**config.mk**
```make
export PLATFORM = sky130hd
export DESIGN_NAME = icache_ctrl
export DESIGN_NICKNAME = d
export VERILOG_FILES = /design/src/rtl/icache_pkg.sv /design/src/rtl/icache_valid_array.sv /design/src/rtl/icache_ctrl.sv
export SDC_FILE = /design/constraint.sdc
export NUM_CORES = 1
export LEC_CHECK = 0
export ABC_AREA = 1
export BUFFER_PORTS_ARGS = -buffer_cell sky130_fd_sc_hd__buf_4
export CELL_PAD_IN_SITES_DETAIL_PLACEMENT = 0
export CELL_PAD_IN_SITES_GLOBAL_PLACEMENT = 1
export CORE_MARGIN = 5
export CORE_UTILIZATION = 37
export CTS_CLUSTER_SIZE = 20
export DETAILED_ROUTE_END_ITERATION = 8
export PLACE_DENSITY_LB_ADDON = 0.1
export SETUP_SLACK_MARGIN = 0.15
export SYNTH_ARGS = -nofsm -noshare
export SYNTH_HDL_FRONTEND = slang
export SYNTH_SLANG_ARGS = --single-unit
```
**constraint.sdc**
```tcl
create_clock -name clk_i -period 2.26 [get_ports clk_i]
set_input_delay 0.113 -clock clk_i [delete_from_list [all_inputs] [get_ports clk_i]]
set_output_delay 0.113 -clock clk_i [all_outputs]
set_load 0.005 [all_outputs]
```
**src/rtl/icache_pkg.sv**
```systemverilog
// icache_pkg: shared types and helpers for the direct-mapped instruction
// cache controller.
//   - Address split: tag[31:12] / index[11:4] / word[3:2], byte bits ignored.
//   - icache_state_e: controller FSM states.
//   - addr_tag / addr_idx / addr_word: field extraction from a byte address.
package icache_pkg;

  localparam int ADDR_W      = 32;
  localparam int TAG_W       = 20;
  localparam int IDX_W       = 8;
  localparam int WORD_W      = 2;
  localparam int LINE_ADDR_W = 10;

  typedef enum logic [2:0] {
    ST_IDLE        = 3'd0,
    ST_LOOKUP      = 3'd1,
    ST_REFILL_REQ  = 3'd2,
    ST_REFILL_DATA = 3'd3,
    ST_REFILL_DONE = 3'd4
  } icache_state_e;

  function automatic logic [TAG_W-1:0] addr_tag(input logic [ADDR_W-1:0] a);
    return a[31:12];
  endfunction

  function automatic logic [IDX_W-1:0] addr_idx(input logic [ADDR_W-1:0] a);
    return a[11:4];
  endfunction

  function automatic logic [WORD_W-1:0] addr_word(input logic [ADDR_W-1:0] a);
    return a[3:2];
  endfunction

endpackage

```
**src/rtl/icache_valid_array.sv**
```systemverilog
// icache_valid_array: one valid flop per cache line.
//   clk_i, rst_ni : clock, asynchronous active-low reset (clears all lines)
//   i_clr         : clear every valid bit in one cycle (wins over i_wr)
//   i_wr          : write i_wr_val into the bit selected by i_idx
//   i_idx         : line index for both the write and the read
//   o_valid       : combinational valid bit of line i_idx
module icache_valid_array
  import icache_pkg::*;
#(
  parameter int LINES = 256
) (
  input  logic             clk_i,
  input  logic             rst_ni,
  input  logic             i_clr,
  input  logic             i_wr,
  input  logic [IDX_W-1:0] i_idx,
  input  logic             i_wr_val,
  output logic             o_valid
);

  logic [LINES-1:0] r_valid;

  always_ff @(posedge clk_i or negedge rst_ni) begin
    if (!rst_ni) begin
      r_valid <= '0;
    end else if (i_clr) begin
      r_valid <= '0;
    end else if (i_wr) begin
      r_valid[i_idx] <= i_wr_val;
    end
  end

  assign o_valid = r_valid[i_idx];

endmodule

```
**src/rtl/icache_ctrl.sv**
```systemverilog
// icache_ctrl: lookup and refill controller for a direct-mapped icache
// (LINES lines x BEATS 32-bit words) sitting beside synchronous tag/data RAMs
// with 1-cycle read latency.
//   clk_i, rst_ni, flush_i            : clock, async active-low reset, flush all
//   req_valid_i/req_addr_i/req_ready_o: fetch request handshake
//   resp_valid_o/resp_data_o/resp_err_o: one-cycle response strobe
//   tag_addr_o/tag_wdata_o/tag_wr_o/tag_rdata_i     : tag RAM port
//   data_addr_o/data_wdata_o/data_wr_o/data_rdata_i : data RAM port
//   mem_req_o/mem_addr_o/mem_ack_i    : line refill request
//   mem_valid_i/mem_data_i/mem_err_i  : refill beats, word 0 first
module icache_ctrl
  import icache_pkg::*;
#(
  parameter int LINES = 256,
  parameter int BEATS = 4
) (
  input  logic                   clk_i,
  input  logic                   rst_ni,
  input  logic                   flush_i,
  input  logic                   req_valid_i,
  input  logic [ADDR_W-1:0]      req_addr_i,
  output logic                   req_ready_o,
  output logic                   resp_valid_o,
  output logic [31:0]            resp_data_o,
  output logic                   resp_err_o,
  output logic [IDX_W-1:0]       tag_addr_o,
  output logic [TAG_W-1:0]       tag_wdata_o,
  output logic                   tag_wr_o,
  input  logic [TAG_W-1:0]       tag_rdata_i,
  output logic [LINE_ADDR_W-1:0] data_addr_o,
  output logic [31:0]            data_wdata_o,
  output logic                   data_wr_o,
  input  logic [31:0]            data_rdata_i,
  output logic                   mem_req_o,
  output logic [ADDR_W-1:0]      mem_addr_o,
  input  logic                   mem_ack_i,
  input  logic                   mem_valid_i,
  input  logic [31:0]            mem_data_i,
  input  logic                   mem_err_i
);

  icache_state_e     r_state;
  logic [ADDR_W-1:0] r_addr;
  logic [WORD_W-1:0] r_beat;
  logic              r_err;
  logic              r_flush_pend;
  logic              r_resp_valid;
  logic              r_resp_err;
  logic [31:0]       r_resp_data;

  logic              w_idle;
  logic              w_hs;
  logic              w_flush_now;
  logic              w_line_valid;
  logic              w_hit;
  logic              w_beat_wr;
  logic              w_last_beat;
  logic              w_done;
  logic [IDX_W-1:0]  w_r_idx;
  logic              w_unused;

  assign w_idle      = (r_state == ST_IDLE);
  assign req_ready_o = w_idle && !flush_i && !r_flush_pend;
  assign w_hs        = req_valid_i && req_ready_o;
  // A flush raised while busy is parked and applied on the first idle cycle,
  // so a line refilled in the meantime still ends up invalid.
  assign w_flush_now = w_idle && (flush_i || r_flush_pend);
  assign w_r_idx     = addr_idx(r_addr);
  assign w_hit       = w_line_valid && (tag_rdata_i == addr_tag(r_addr));
  assign w_beat_wr   = (r_state == ST_REFILL_DATA) && mem_valid_i;
  assign w_last_beat = w_beat_wr && (r_beat == WORD_W'(BEATS - 1));
  assign w_done      = (r_state == ST_REFILL_DONE);
  assign w_unused    = ^r_addr[1:0];

  // RAM addresses come straight from the request while idle so the read
  // data lines up with the LOOKUP cycle; afterwards they follow the
  // latched address and the refill beat counter.
  assign tag_addr_o   = w_idle ? addr_idx(req_addr_i) : w_r_idx;
  assign data_addr_o  = w_idle ? {addr_idx(req_addr_i), addr_word(req_addr_i)}
                               : {w_r_idx, r_beat};
  assign tag_wr_o     = w_done;
  assign tag_wdata_o  = addr_tag(r_addr);
  assign data_wr_o    = w_beat_wr;
  assign data_wdata_o = w_beat_wr ? mem_data_i : '0;
  assign mem_req_o    = (r_state == ST_REFILL_REQ);
  assign mem_addr_o   = {r_addr[ADDR_W-1:4], 4'b0000};

  assign resp_valid_o = r_resp_valid;
  assign resp_data_o  = r_resp_data;
  assign resp_err_o   = r_resp_err;

  // The error outcome is written as the valid bit, so an errored refill
  // also invalidates whatever line previously lived at this index (its tag
  // has just been overwritten).
  icache_valid_array #(
    .LINES (LINES)
  ) u_valid (
    .clk_i    (clk_i),
    .rst_ni   (rst_ni),
    .i_clr    (w_flush_now),
    .i_wr     (w_done),
    .i_idx    (w_r_idx),
    .i_wr_val (!r_err),
    .o_valid  (w_line_valid)
  );

  always_ff @(posedge clk_i or negedge rst_ni) begin
    if (!rst_ni) begin
      r_state      <= ST_IDLE;
      r_addr       <= '0;
      r_beat       <= '0;
      r_err        <= 1'b0;
      r_flush_pend <= 1'b0;
      r_resp_valid <= 1'b0;
      r_resp_err   <= 1'b0;
      r_resp_data  <= '0;
    end else begin
      r_resp_valid <= 1'b0;
      r_resp_err   <= 1'b0;
      if (w_idle) begin
        r_flush_pend <= 1'b0;
      end else if (flush_i) begin
        r_flush_pend <= 1'b1;
      end
      case (r_state)
        ST_IDLE: begin
          if (w_hs) begin
            r_addr  <= req_addr_i;
            r_state <= ST_LOOKUP;
          end
        end
        ST_LOOKUP: begin
          if (w_hit) begin
            r_resp_data  <= data_rdata_i;
            r_resp_valid <= 1'b1;
            r_state      <= ST_IDLE;
          end else begin
            r_state <= ST_REFILL_REQ;
          end
        end
        ST_REFILL_REQ: begin
          if (mem_ack_i) begin
            r_beat  <= '0;
            r_state <= ST_REFILL_DATA;
          end
        end
        ST_REFILL_DATA: begin
          if (mem_valid_i) begin
            if (r_beat == addr_word(r_addr)) begin
              r_resp_data <= mem_data_i;
            end
            r_err  <= r_err | mem_err_i;
            r_beat <= r_beat + 1'b1;
            if (w_last_beat) begin
              r_state <= ST_REFILL_DONE;
            end
          end
        end
        ST_REFILL_DONE: begin
          r_resp_valid <= 1'b1;
          r_resp_err   <= r_err;
          r_err        <= 1'b0;
          r_state      <= ST_IDLE;
        end
        default: r_state <= ST_IDLE;
      endcase
    end
  end

endmodule

```
==> flow_metrics.env, run 1 <==
export IMPL_root_buffer="clkbuf_16"
export IMPL_fin_area_mm2=0.02457
export IMPL_p_total_mw=24.22
export IMPL_yosys_warnings=0
export IMPL_ant_nets=0
export IMPL_cts_buffers=40
export IMPL_ios=263
export IMPL_synth_area_leader_cell="dfrtp_1"
export IMPL_violations="negative setup slack"
export IMPL_htreeDepth=2
export IMPL_antenna_cells=0
export IMPL_die_area_mm2=0.05552
export IMPL_drt_iter0_markers=1217
export IMPL_postCtsSetupBuffers=0
export IMPL_ir_drop_mv=0.8600
export IMPL_syn_to_final_growth_pct=30.48
export IMPL_finalNetCount=3270
export IMPL_synth_area_leaders="dfrtp_1, nand2_1, o21ai_0, inv_1, nor2_1"
export IMPL_grt_ovfl_total=0
export IMPL_ys_seq_area_frac=0.4345
export IMPL_met2_length_um=30450
export IMPL_synth_adder_area_share=0.0006643
export IMPL_min_path_type="input port to async pin"
export IMPL_drc_errors=0
export IMPL_fmax_mhz=391.9
export IMPL_core_area_mm2=0.05027
export IMPL_synth_mux_area_frac=0.0005315
export IMPL_placed_area_mm2=0.02210
export IMPL_grt_pass1_wl_um=105800
export IMPL_routed_wl_met3_um=4321
export IMPL_portBuffers=256
export IMPL_synth_compound_area_share=0.1367
export IMPL_synth_cells=2812
export IMPL_clkSinkCount=327
export IMPL_synth_xor_area_frac=0.009765
export IMPL_grt_max_degree=157
export IMPL_yosysUniqueCellTypes=34
export IMPL_cp_end_kind="flip-flop"
export IMPL_clk_path_buf_depth=3
export IMPL_worst_slew_pin_slew_ns=0.8188
export IMPL_avgSynthCellArea_um2=6.698
export IMPL_place_gp_congestion=0.8621
export IMPL_final_setup_skew_ns=0.01086
export IMPL_layout_drive_gt1_share=0.1639
export IMPL_grt_total_usage=0.2366
export IMPL_required_ns=2.75
export IMPL_maxCapViolCount=0
export IMPL_max_slew_margin=0.4542
export IMPL_crit_type="flip-flop to flip-flop"
export IMPL_synth_simple_area_share=0.2932
export IMPL_p_leak_nw=13.38
export IMPL_instances_no_fill=3845
export IMPL_setup_viol=34
export IMPL_firstDrtPassIters=6
export IMPL_power_per_cell_area_mw_per_mm2=985.4
export IMPL_finalMaxSlewViolations=0
export IMPL_vias=18633
export IMPL_final_setup_worst_slack_ns=-0.2918
export IMPL_status="complete, but fails checks"
export IMPL_yosysTopAreaCellShare=0.4345
export IMPL_crit_fanout=33
export IMPL_cts_clk_slew_worst_paths_ns=0.06
export IMPL_place_inst=3676
export IMPL_ys_seq_elements=327
export IMPL_routed_wirelength_um=67260
export IMPL_grt_pass1_vias=18188
export IMPL_placementRows=82
export IMPL_clock_latency_ns=0.56
export IMPL_chipWidth_um=235.6
export IMPL_cp_data_arrival_time_ns=3.04
export IMPL_rsz0062_at_grt="true"
export IMPL_synth_top_family_by_area="simple AND/OR/NAND/NOR gates"
export IMPL_cts_tree="built"
export IMPL_startpoint_type="flip-flop"
export IMPL_syn_area_mm2=0.01883
export IMPL_final_hold_viol_count=0
export IMPL_via_per_inst=4.846
export IMPL_wl_met1_um=30750
export IMPL_wire_per_inst_um=17.49
export IMPL_die_h_um=235.6
export IMPL_detailed_place_hpwl_um=43980
export IMPL_period_minus_slack_ns=2.552
export IMPL_routed_top_layer="met4"
export IMPL_finalCritPeriodShare=1.129
export IMPL_start_util=0.3746
export IMPL_antenna_found_initial=0
[layer usage]
metal | GRT usage | vias to the layer above
met1 | 0.3323 | 8674
met3 | 0.04393 | 103
met5 | 0 | -
met4 | 0.06386 | 0
met2 | 0.3776 | 593
li1 | - | 9263
[layout by cell type (no fill, tap or decap), drive strengths merged, types with 36 or more instances in the layout]
cell type    synthesis  layout
inv                300     300
clkbuf             100      61
a21oi               84      84
nor2               206     206
dfrtp              327     327
nand2             1199    1199
buf                122     411
o21ai              337     337
nand3               36      36
dlygate4sd3          0     100
[final timing paths]
check,start,end,slack (ns),cells after the start
min in group clk_i,req_addr_i[20],r_addr[20],0.30,4
min reg2reg,r_addr[2],r_addr[2],0.50,2
max,r_addr[4],resp_data_o[11],-0.29,20
max in group asynchronous,rst_ni,u_valid.r_valid[64],1.36,3
min,rst_ni,u_valid.r_valid[222],0.03,2
max reg2reg,r_addr[4],resp_data_o[11],-0.29,20
[area by class of cell]
type	instances	area [um^2]
clock buffers	61	1191
clock inverters	8	92.59
fillers	5083	25700
inverters	307	1161
multi-input cells	1959	8477
flip-flops and latches	327	8189
well taps	672	840.8
repair buffers	511	4623
[stage by stage]
step	setup slack (ns)	utilization	TNS [ns]	hold slack (ns)
6_report	-0.2918	0.4888	-9.406	0.03459
3_5_place_dp	-0.4322	0.4395	-24.61	0.01568
4_1_cts	-0.2984	0.4868	-9.467	0.01140
5_1_grt	-0.5606	0.4888	-18.50	0.05628
3_3_place_gp	-0.4068	0.4395	-24.40	0.01714
2_1_floorplan	0.1513	-	0	-0.1826
[worst max-delay path: stages (launching register included)]
cell,delay [ns]
dfrtp_4,0.53
buf_12,0.20
buf_4,0.17
nand2_1,0.05
o21ai_0,0.09
nand2_1,0.07
nand2_1,0.05
nand2_1,0.06
nand2_1,0.06
nor2_2,0.18
nor2_1,0.06
nor2_1,0.12
nand2_1,0.06
nand2_1,0.06
nand2_1,0.07
inv_1,0.07
nand2_2,0.08
nand3_4,0.11
buf_12,0.20
nand3_1,0.10
nand2_1,0.08
[cells in the mapped netlist]
master and number:
a21oi_1 84, a22o_1 1, buf_1 14, buf_2 32
buf_4 67, buf_6 9, clkbuf_1 100, clkinv_1 7
conb_1 1, dfrtp_1 327, ha_1 1, inv_1 298
inv_2 2, mux2i_1 1, nand2_1 1198, nand2_2 1
nand3_1 35, nand3_2 1, nand4_1 3, nor2_1 204
nor2_2 1, nor2_4 1, nor3_1 3, nor3_2 1
nor4_1 1, o2111ai_1 1, o21ai_0 322, o21ai_1 15
o21bai_1 1, o22ai_1 29, o31a_1 29, o31ai_1 1
xnor2_1 19, xor2_1 2
[report_power, final]
group / total, mW / internal (mW) / switching [mW]
clock network: 6.44 / 3.84 / 2.60
registers: 7.05 / 6.45 / 0.596
logic: 10.7 / 4.08 / 6.64
total: 24.2 / 14.4 / 9.84
[repair_timing]
| action | in CTS | in global routing |
|---|---|---|
| endpoints found under the hold margin | 395 | 0 |
| hold buffers | 100 | 0 |
| endpoints found under the setup margin | 199 | 275 |
| pin swaps | 1 | 2 |
| resized for setup | 34 | 37 |
[cell families after synthesis]
| family | after synthesis |
|---|---|
| adders and majority gates | 1 |
| other | 1 |
| DFF | 327 |
| muxes | 1 |
| AOI/OAI and AO/OA | 483 |
| xor gates and xnor gates | 21 |
| buffers and inverters | 529 |
| and+or+nand+nor | 1449 |
[sequential cells by signal (all words and copies together) (netlist names)]
name / cells
resp_data_o: 32
resp_err_o: 1
r_flush_pend: 1
u_valid.r_valid: 256
r_state: 3
r_addr: 30
resp_valid_o: 1
r_err: 1
r_beat: 2
(Power assumes the default switching activity.)
==> run 2: changes to the inputs <==
- CORE_UTILIZATION: 37 -> 41
- SKIP_CTS_REPAIR_TIMING: default -> 1
- clock period: 2.26 -> 2.8 ns (I/O delays scaled with it)
==> run 2 against run 1 <==
  * The run ends with negative hold slack left
  * Die area fell by 9.4%
  * Count of clock-buffer cells in the layout rose by 6
  * Sequential power fell by 20%
  * Via count rose by 1.4%
  * Non-clock buffer count fell by 27
  * Global-route usage rose by 0.89 points
  * Sequential share of layout area rose by 0.053 points
  * Critical path type unchanged
  * Critical endpoint is now resp_data_o[6]
  * Largest power group unchanged
==> flow_metrics.env, run 2 (synthesis results as in run 1) <==
export IMPL_via_per_inst=5.044
export IMPL_grt_pass1_wl_um=98610
export IMPL_power_per_cell_area_mw_per_mm2=816.0
export IMPL_maxCapViolCount=0
export IMPL_required_ns=3.25
export IMPL_grt_total_usage=0.2456
export IMPL_detailed_place_hpwl_um=39990
export IMPL_wire_per_inst_um=18.34
export IMPL_firstDrtPassIters=6
export IMPL_die_h_um=224.3
export IMPL_status="complete, but fails checks"
export IMPL_rsz0062_at_grt="true"
export IMPL_grt_pass1_vias=17367
export IMPL_grt_max_degree=157
export IMPL_worst_hold_slack_ns=-0.06530
export IMPL_grt_ovfl_total=0
export IMPL_placementRows=78
export IMPL_min_path_type="input port to flip-flop"
export IMPL_cts_tree="built"
export IMPL_nFillCells=4461
export IMPL_cp_data_arrival_time_ns=3.09
export IMPL_mostFrequentLayoutCells="nand2_1, buf_4, dfrtp_1"
export IMPL_p_sw_frac=0.4099
export IMPL_r2r_cells=22
export IMPL_setup_viol=0
export IMPL_die_area_mm2=0.05032
export IMPL_core_area_mm2=0.04538
export IMPL_chipWidth_um=224.3
export IMPL_p_leak_nw=13.37
export IMPL_layout_drive_gt1_share=0.1614
export IMPL_max_slew_margin=0.4628
export IMPL_r2r_start="r_addr[4]"
export IMPL_pwr_share_seq=0.283
export IMPL_final_setup_skew_ns=0.01748
export IMPL_r2r_end="resp_data_o[6]"
export IMPL_setup_tns_ns=0
export IMPL_regMostFlops="u_valid.r_valid"
export IMPL_finalCritPeriodShare=0.9432
export IMPL_start_util=0.4150
export IMPL_drc_errors=0
export IMPL_p_int_mw=11.81
export IMPL_cp_end_kind="flip-flop"
export IMPL_portBuffers=256
export IMPL_clkSinkCount=327
export IMPL_ant_nets=0
export IMPL_routed_wirelength_um=68720
export IMPL_period_minus_slack_ns=2.641
export IMPL_clock_latency_ns=0.56
export IMPL_drt_iter0_markers=1333
export IMPL_antenna_found_initial=0
export IMPL_violations="negative hold slack"
export IMPL_crit_fanout=10
export IMPL_startpoint_type="flip-flop"
export IMPL_p_sw_mw=8.205
export IMPL_multi_input_area_mm2=0.008527
export IMPL_crit_type="flip-flop to flip-flop"
export IMPL_syn_to_final_growth_pct=30.25
export IMPL_min_delay_start="mem_data_i[23]"
export IMPL_root_buffer="clkbuf_16"
export IMPL_hold_end="resp_data_o[23]"
export IMPL_vias=18901
export IMPL_fmax_mhz=378.7
export IMPL_cts_buffers=39
export IMPL_worst_slew_pin_slew_ns=0.8058
export IMPL_hold_path_cell_count=5
export IMPL_finalNetCount=3242
export IMPL_finalMaxSlewViolations=0
export IMPL_clk_path_buf_depth=3
export IMPL_place_gp_congestion=0.8395
export IMPL_pwr_share_clk=0.257
export IMPL_rrSetupSlack_ns=0.16
export IMPL_antenna_cells=0
export IMPL_combPwrFrac=0.459
export IMPL_cts_clk_slew_worst_paths_ns=0.06
export IMPL_largest_reg_flops=256
export IMPL_final_hold_viol_count=1
export IMPL_htreeDepth=2
export IMPL_final_common_cell="nand2_1"
export IMPL_seqCellArea_mm2=0.008188
export IMPL_ir_drop_mv=0.5833
export IMPL_ios=263
==> run 2: cell types whose count changed in the layout (fill, tap and decap cells not counted), sizes merged <==
| cell | previous run | this run |
|---|---|---|
| clkinv | 12 | 9 |
| clkbuf | 61 | 87 |
| dlygate4sd3 | 100 | 96 |
| clkinvlp | 1 | 0 |
| buf | 411 | 368 |
| inv | 300 | 299 |
==> run 2: through the flow <==
step | std cells | utilization | setup slack [ns] | total power, mW | cell area (um^2)
4_1_cts | 3613 | 0.4972 | 0.06331 | 18.33 | 22560
3_3_place_gp | 3543 | 0.4691 | 0.08869 | 13.10 | 21290
3_5_place_dp | 3543 | 0.4691 | 0.06480 | 13.11 | 21290
6_report | 3747 | 0.5406 | 0.1592 | 20.02 | 24530
5_1_grt | 3747 | 0.5406 | 0.03138 | 20.99 | 24530
2_1_floorplan | 2815 | - | 0.6484 | 9.840 | 18850
==> run 2: power by group through the flow <==
stage / logic, mW / registers, mW / clock network, mW
2_1_floorplan: 4.23 / 5.62 / 0
3_3_place_gp: 7.35 / 5.75 / 0
3_5_place_dp: 7.36 / 5.76 / 0
4_1_cts: 7.37 / 5.68 / 5.27
5_1_grt: 9.77 / 5.75 / 5.47
6_report: 9.19 / 5.67 / 5.15
==> run 2: worst max path at each step <==
stage                     startpoint              endpoint  slack (ns)  cells past startpoint
after floorplan            r_addr[4]        resp_data_o[2]        0.65                     22
final                      r_addr[4]        resp_data_o[6]        0.16                     22
after global routing      r_state[2]  u_valid.r_valid[127]        0.03                     11
after detailed placement   r_addr[4]        resp_data_o[6]        0.06                     21
after global placement     r_addr[6]       resp_data_o[18]        0.09                     17
after CTS                  r_addr[4]        resp_data_o[6]        0.06                     21
==> run 2: critical path: stages (launching register included) <==
cell       delay [ns]
dfrtp_4          0.51
buf_8            0.16
clkbuf_16        0.17
buf_8            0.15
nand2_1          0.05
o21ai_1          0.05
nand2_1          0.06
nand2_1          0.06
nand2_1          0.05
nand2_1          0.06
nor2_2           0.12
nor2_1           0.06
nor2_2           0.19
nand2_1          0.08
nand2_1          0.08
nand2_2          0.07
inv_2            0.05
nand2_2          0.05
nand3_4          0.10
nand2_8          0.09
clkbuf_16        0.19
nand2_1          0.07
nand2_1          0.05
==> run 2: per-layer routing <==
metal | global-route usage | wire [um] | part of all wire | up-vias
met5 | 0 | 0 | 0 | -
met4 | 0.06345 | 1652 | 0.024 | 0
met3 | 0.03785 | 3765 | 0.055 | 112
met2 | 0.4167 | 33570 | 0.49 | 567
met1 | 0.3307 | 29730 | 0.43 | 8995
li1 | - | - | - | 9227
==> run 2: area by class of cell <==
type                       count  share of cell area
sequential                   327              0.3338
clock buffer                  67             0.05029
tap                          600             0.03060
timing repair buffer         484              0.1882
multi-input combinational   1959              0.3476
inverter                     307             0.04794
clock inverter                 3            0.001632
